**src/rtl/regfile_pkg.sv**
```systemverilog
// Shared constants and types for the multi-port register file.
package regfile_pkg;
    localparam int DEFAULT_DATA_W = 16;
    localparam int DEFAULT_ADDR_W = 3;

    typedef logic [DEFAULT_ADDR_W-1:0] reg_num_t;
    typedef logic [DEFAULT_DATA_W-1:0] data_word_t;
endpackage

```
**src/rtl/regfile_scoreboard.sv**
```systemverilog
// Per-register busy bits, reserve stall and busy counter for regfile_mp.
module regfile_scoreboard
    import regfile_pkg::*;
#(
    parameter int ADDR_W = DEFAULT_ADDR_W
) (
    input  logic              clk,
    input  logic              reset,
    input  logic              write,
    input  logic [ADDR_W-1:0] writenum,
    input  logic              reserve,
    input  logic [ADDR_W-1:0] reservenum,
    input  logic [ADDR_W-1:0] readnum_a,
    input  logic [ADDR_W-1:0] readnum_b,
    output logic              busy_a,
    output logic              busy_b,
    output logic              reserve_stall,
    output logic [ADDR_W:0]   busy_count
);
    localparam int DEPTH = 1 << ADDR_W;

    logic [DEPTH-1:0] busy_q;
    logic [DEPTH-1:0] busy_d;
    logic             inc;
    logic             dec;

    // Handshake: reserve is a request held by the decoder; it is accepted on
    // any edge where reserve_stall is low, otherwise it must stay asserted.
    assign reserve_stall = reserve & busy_q[reservenum];
    assign inc           = reserve & ~reserve_stall;
    assign dec           = write & busy_q[writenum];

    assign busy_a = busy_q[readnum_a];
    assign busy_b = busy_q[readnum_b];

    // The reserve is applied after the write clear so it wins on a shared register.
    always_comb begin
        busy_d = busy_q;
        if (write) busy_d[writenum] = 1'b0;
        if (inc)   busy_d[reservenum] = 1'b1;
    end

    always_ff @(posedge clk) begin
        if (reset) begin
            busy_q     <= '0;
            busy_count <= '0;
        end else begin
            busy_q <= busy_d;
            if (inc && !dec)
                busy_count <= busy_count + 1'b1;
            else if (dec && !inc)
                busy_count <= busy_count - 1'b1;
        end
    end
endmodule

```
**src/rtl/regfile_mp.sv**
```systemverilog
// Register file with one write port, two read ports and a busy scoreboard.
// Define REGFILE_BYPASS_EN for same-cycle write-through on the read ports.
module regfile_mp
    import regfile_pkg::*;
#(
    parameter int DATA_W = DEFAULT_DATA_W,
    parameter int ADDR_W = DEFAULT_ADDR_W
) (
    input  logic              clk,
    input  logic              reset,
    input  logic [DATA_W-1:0] data_in,
    input  logic              write,
    input  logic [ADDR_W-1:0] writenum,
    input  logic [ADDR_W-1:0] readnum_a,
    input  logic [ADDR_W-1:0] readnum_b,
    input  logic              reserve,
    input  logic [ADDR_W-1:0] reservenum,
    output logic [DATA_W-1:0] data_out_a,
    output logic [DATA_W-1:0] data_out_b,
    output logic              busy_a,
    output logic              busy_b,
    output logic              reserve_stall,
    output logic [ADDR_W:0]   busy_count
);
    localparam int DEPTH = 1 << ADDR_W;

    logic [DATA_W-1:0] mem [DEPTH];
    logic              sb_busy_a;
    logic              sb_busy_b;
    logic              byp_a;
    logic              byp_b;

    always_ff @(posedge clk) begin
        if (reset) begin
            for (int i = 0; i < DEPTH; i++) mem[i] <= '0;
        end else if (write) begin
            mem[writenum] <= data_in;
        end
    end

    regfile_scoreboard #(.ADDR_W(ADDR_W)) u_scoreboard (
        .clk          (clk),
        .reset        (reset),
        .write        (write),
        .writenum     (writenum),
        .reserve      (reserve),
        .reservenum   (reservenum),
        .readnum_a    (readnum_a),
        .readnum_b    (readnum_b),
        .busy_a       (sb_busy_a),
        .busy_b       (sb_busy_b),
        .reserve_stall(reserve_stall),
        .busy_count   (busy_count)
    );

`ifdef REGFILE_BYPASS_EN
    assign byp_a = write & ~reset & (writenum == readnum_a);
    assign byp_b = write & ~reset & (writenum == readnum_b);
`else
    assign byp_a = 1'b0;
    assign byp_b = 1'b0;
`endif

    assign data_out_a = byp_a ? data_in : mem[readnum_a];
    assign data_out_b = byp_b ? data_in : mem[readnum_b];
    assign busy_a     = sb_busy_a & ~byp_a;
    assign busy_b     = sb_busy_b & ~byp_b;
endmodule

```
**config.mk**
```make
export PLATFORM = sky130hd
export DESIGN_NAME = regfile_mp
export DESIGN_NICKNAME = d
export VERILOG_FILES = /design/src/rtl/regfile_pkg.sv /design/src/rtl/regfile_scoreboard.sv /design/src/rtl/regfile_mp.sv
export SDC_FILE = /design/constraint.sdc
export NUM_CORES = 1
export LEC_CHECK = 0
export ABC_AREA = 1
export BUFFER_PORTS_ARGS = -buffer_cell sky130_fd_sc_hd__buf_2
export CAP_MARGIN = 10
export CELL_PAD_IN_SITES_DETAIL_PLACEMENT = 1
export CELL_PAD_IN_SITES_GLOBAL_PLACEMENT = 2
export CORE_MARGIN = 4
export CORE_UTILIZATION = 40
export CTS_CLUSTER_SIZE = 10
export DETAILED_ROUTE_END_ITERATION = 7
export PLACE_DENSITY_LB_ADDON = 0.1
export SYNTH_ARGS = -nofsm -noshare
export SYNTH_HDL_FRONTEND = slang
export SYNTH_SLANG_ARGS = --single-unit
```
**constraint.sdc**
```tcl
create_clock -name clk -period 6.5 [get_ports clk]
set_input_delay 1.625 -clock clk [delete_from_list [all_inputs] [get_ports clk]]
set_output_delay 1.625 -clock clk [all_outputs]
set_load 0.03 [all_outputs]
```
## Word-level counts from Yosys, hierarchy flattened

Memory sizes are Yosys's and may differ from the RTL's.
Index checks and enable logic that the tools add are counted.

| operators by class | value |
|---|---|
| reductions and logical operators | 8 |
| bitwise operators | 7 |
| $lt $le $gt $ge | 6 |
| mux-type cells | 24 |
| add/subtract/negate cells | 2 |

Operators by type and width:

| operator | number |
|---|---|
| $lt 3x4->1 const B | 4 |
| $mux 16 | 1 |
| $mux 8 | 2 |
| $reduce_or 16->1 | 1 |
| $bmux 1 s3 | 4 |
| $mux 1 | 12 |
| $and 8x8->8 | 1 |
| $mux 4 | 2 |
| $not 8->8 | 1 |
| $or 8x8->8 | 1 |
| $demux 1 s3 | 2 |
| $ge 3x1->1 const B | 2 |
| $add 4x1->4 const B | 1 |
| $logic_and 1x1->1 | 4 |
| $sub 4x1->4 const B | 1 |
| $and 1x1->1 | 3 |
| $mux 3 | 1 |
| $logic_not 1->1 | 2 |
| $reduce_bool 2->1 | 1 |
| $not 1->1 | 1 |

| word-level totals | value |
|---|---|
| RAM bits | 128 |
| memories kept | 1 |
| input bits | 32 |
| flip-flop bits (word level) | 12 |
| output and inout port bits | 39 |

Memory list:

| name | words | bits a word | rd ports | clocked after Yosys merged registers in | wr ports | RTL line | text |
|---|---|---|---|---|---|---|---|
| mem | 8 | 16 | 2 | 0 | 8 | regfile_mp.sv:27 | `logic [DATA_W-1:0] mem [DEPTH];` |

## Logic depth before layout (Yosys ltp)

| logic depth | value |
|---|---|
| word-level depth | 9 |
| depth in mapped cells | 17 |

## Hierarchy

Synthesis repeated with hierarchy kept, for this count alone.

| second synthesis, totals | value |
|---|---|
| cell total of the unflattened synthesis | 1188 |
| area, all modules | 8594.5 um^2 |

Modules (own cells, without submodules):

| module | seq. area each (um^2) | cells each | instances | area each (um^2) |
|---|---|---|---|---|
| regfile_mp | 3843.7 | 1032 | 1 | 7532.2 |
| regfile_scoreboard | 240.2 | 156 | 1 | 1062.3 |

## Worst setup path before layout

OpenSTA, ideal clock, no wires.

| timing path | value |
|---|---|
| path kind | input-to-output |
| start point | in readnum_b[0] |
| end point | out data_out_b[7] |
| path buffers | 2 |
| stages on the path | 7 |
| data arrival time | 2792 ps |
| setup slack | 2083 ps |
| cell sequence | buf_4 > inv_2 > buf_4 > nor2_1 > o21ai_0 > nor2_1 > a31oi_1 |

| between the ends | value |
|---|---|
| word-level cells in the longest chain between the ends | 1 |

Ends and longest elaborated chain:

| what | RTL line | text |
|---|---|---|
| from (decl) | regfile_mp.sv:15 | `input logic [ADDR_W-1:0] readnum_b,` |
| $mem_v2 8x16 | n/a |  |
| to (decl) | regfile_mp.sv:19 | `output logic [DATA_W-1:0] data_out_b,` |

No other way between the ends.

## Worst setup path in the final report

| timing path | value |
|---|---|
| start point | in readnum_a[0] |
| end point | out data_out_a[4] |

| between the ends | value |
|---|---|
| word-level cells in the longest chain between the ends | 1 |

Ends and longest elaborated chain:

| what | RTL line | text |
|---|---|---|
| from (decl) | regfile_mp.sv:14 | `input logic [ADDR_W-1:0] readnum_a,` |
| $mem_v2 8x16 | n/a |  |
| to (decl) | regfile_mp.sv:18 | `output logic [DATA_W-1:0] data_out_a,` |

No other way between the ends.

==> reports/summary.txt <==
WP data required -> 4.88 ns
Postcts setup bufs -> 0
Largest net degree at the start of global routing -> 77
Wirelength per Cell -> 21.8 µm
Top FF cell, synth -> edfxtp_1
First DRT Iteration DRCs -> 556
Synth area leader -> edfxtp_1
Post-layout util -> 46.4%
Sequential fraction of the synthesis area -> 52.6%
Hold Fails Final Rpt -> 0
Die area -> 21700 µm²
Syn Inst Count -> 901
Startpoint class of the critical path -> primary input
GP Congestion -> 0.833
DP Area -> 8190 µm²
PwrDens -> 275 nW/µm²
Slew Limit Fails -> 0
Ys async rst share -> 0%
Hold Crit Class -> reg2reg
Commonest cells post-synth -> 204 x nor2_1, 129 x o21ai_0, 128 x edfxtp_1
Design Area, Final -> 8760 µm²
Num ports -> 71
Setup Skew -> 0.00435 ns
Initial Util -> 41.1%
GRT Total Usage -> 25.0%
CP Capture Type -> output port
GRT overflow -> 0
Slew margin rel. -> 21.2%
Worst-path clk slew -> 0.06 ns
Diodes inserted -> 0
Area share of the largest cell type after synthesis -> 49.5%
Max VDD drop -> 212 µV
DRT Pass-1 Iters -> 5
Vias in the first global route -> 7091
Die X -> 147 µm
DRT Wirelength -> 26.4 mm
Leakage power -> 3.48 nW
Tcrit/Tclk final -> 81.1%
CORE AREA -> 18900 µm²
Initial antenna violation count -> 0
FP Rows -> 50
Most frequent cell after synthesis -> nor2_1
Die height -> 147 µm
Synth cell types -> 32
Total of max-cap violations -> 0
Number of remaining DRC errors -> 0
Synthesized net count -> 937
Cts hold-fix bufs -> 0
DRT antenna net count -> 0
Yosys warning count -> 0
TritonCTS Buffers -> 17
Filler Cell Count -> 2300
Fraction of layout instances using a drive strength above 1 -> 13.5%
Fin nets -> 971
Post-synth EDFFs -> 128
Post-Syn Area -> 7770 µm²
Post-route minimum period -> 5.27 ns
Status -> completed
Placed wire-length estimate -> 16.8 mm
Port Buf Inserts -> 70
Root Buffer -> clkbuf_16
Clk_lat worst skew -> 0.43 ns
Fmax -> 190 MHz
Average cell area after synthesis -> 8.62 µm²
# setup viols final -> 0
#FFs+latches synth -> 140
Worst-Margin Slew -> 1.18 ns
Avg Vias per Cell -> 5.63
Vias -> 6801
CTS resizes -> 0
RSZ-0062 raised after global routing -> no
CTS tree -> built
Largest cells by area after synthesis -> edfxtp_1 49%, nor2_1 9.9%, o21ai_0 8.3%
Clock sinks -> 140
WP data arrival -> 3.65 ns
Setup TNS -> 0 ns
Area Growth Syn to Fin -> 12.8%
Worst Path Class, Setup -> in2out
H-tree depth -> 4
First-pass GRT wire length -> 41.2 mm
Clock Path Buffers -> 2
Worst Path Max Fanout -> 76
==> worst max-delay path, stage by stage <==
cell     delay (ns)
buf_4          0.37
buf_4          0.68
o21ai_0        0.15
o21ai_0        0.19
nor2_1         0.06
a31oi_1        0.30
buf_2          0.27
==> sequential cells by signal, indices dropped and copies added (netlist names) <==
name / count
mem: 128
u_scoreboard.busy_count: 4
u_scoreboard.busy_q: 8
==> placed cells by master (no fill, tap or decap), types with 10 or more instances in the layout <==
cell	synthesis	final
inv_1	80	80
nor2_1	204	204
o21ai_1	11	11
nand2_1	71	71
a21oi_1	76	76
o21ai_0	129	129
a31oi_1	34	34
edfxtp_1	128	128
clkbuf_16	0	17
buf_2	25	68
buf_4	14	10
o211ai_1	34	34
dfxtp_1	12	12
nand3_1	17	17
==> routing by layer <==
layer,up-vias,global-route usage (%),share of wire [%]
met3,27,4.63,4.5
li1,3178,-,-
met4,0,7.50,2.0
met5,-,0,0
met1,3427,30.6,42
met2,169,44.9,51
==> worst paths after layout <==
kind	slack (ns)	end	from	depth (start not counted)
hold / removal	0.49	u_scoreboard.busy_q[4]$_SDFF_PP0_	u_scoreboard.busy_q[4]$_SDFF_PP0_	2
hold reg to reg	0.49	u_scoreboard.busy_q[4]$_SDFF_PP0_	u_scoreboard.busy_q[4]$_SDFF_PP0_	2
setup reg to reg	4.10	u_scoreboard.busy_count[3]$_SDFFE_PP0P_	u_scoreboard.busy_q[4]$_SDFF_PP0_	16
setup / recovery	1.23	data_out_a[4]	readnum_a[0]	7
==> power breakdown <==
group | switching (mW) | internal [mW]
logic | 0.272 | 0.0982
registers | 0.0282 | 1.04
clock network | 0.402 | 0.564
total | 0.703 | 1.70
==> metrics by stage <==
stage	setup WS, ns	cells	total power [mW]	hold WS [ns]
2_1_floorplan	2.08	901	1.33	0.450
3_3_place_gp	1.23	1176	1.45	0.462
3_5_place_dp	1.23	1176	1.46	0.482
4_1_cts	1.21	1208	2.42	0.493
5_1_grt	0.917	1208	2.51	0.498
6_report	1.23	1208	2.41	0.490
==> final cells by class <==
cell class / instances / area [µm²] / area share, %
Inverter: 87 / 339 / 3.87
Multi-Input combinational cell: 610 / 3000 / 34.3
Timing Repair Buffer: 79 / 435 / 4.97
Sequential cell: 140 / 4080 / 46.6
Tap cell: 260 / 325 / 3.71
Clock buffer: 18 / 429 / 4.90
Clock inverter: 14 / 143 / 1.63
==> kinds of logic (layout without fill, tap and decap cells) <==
| kind of cell | after synthesis | after routing | synth area share [%] |
|---|---|---|---|
| fa+ha+maj | 4 | 4 | 0.741 |
| compound gates | 284 | 284 | 19.9 |
| buf+inv | 151 | 198 | 8.75 |
| simple gates | 319 | 319 | 17.7 |
| flops | 140 | 140 | 52.6 |
| xor+xnor | 3 | 3 | 0.338 |
(Power assumes the default switching activity.)
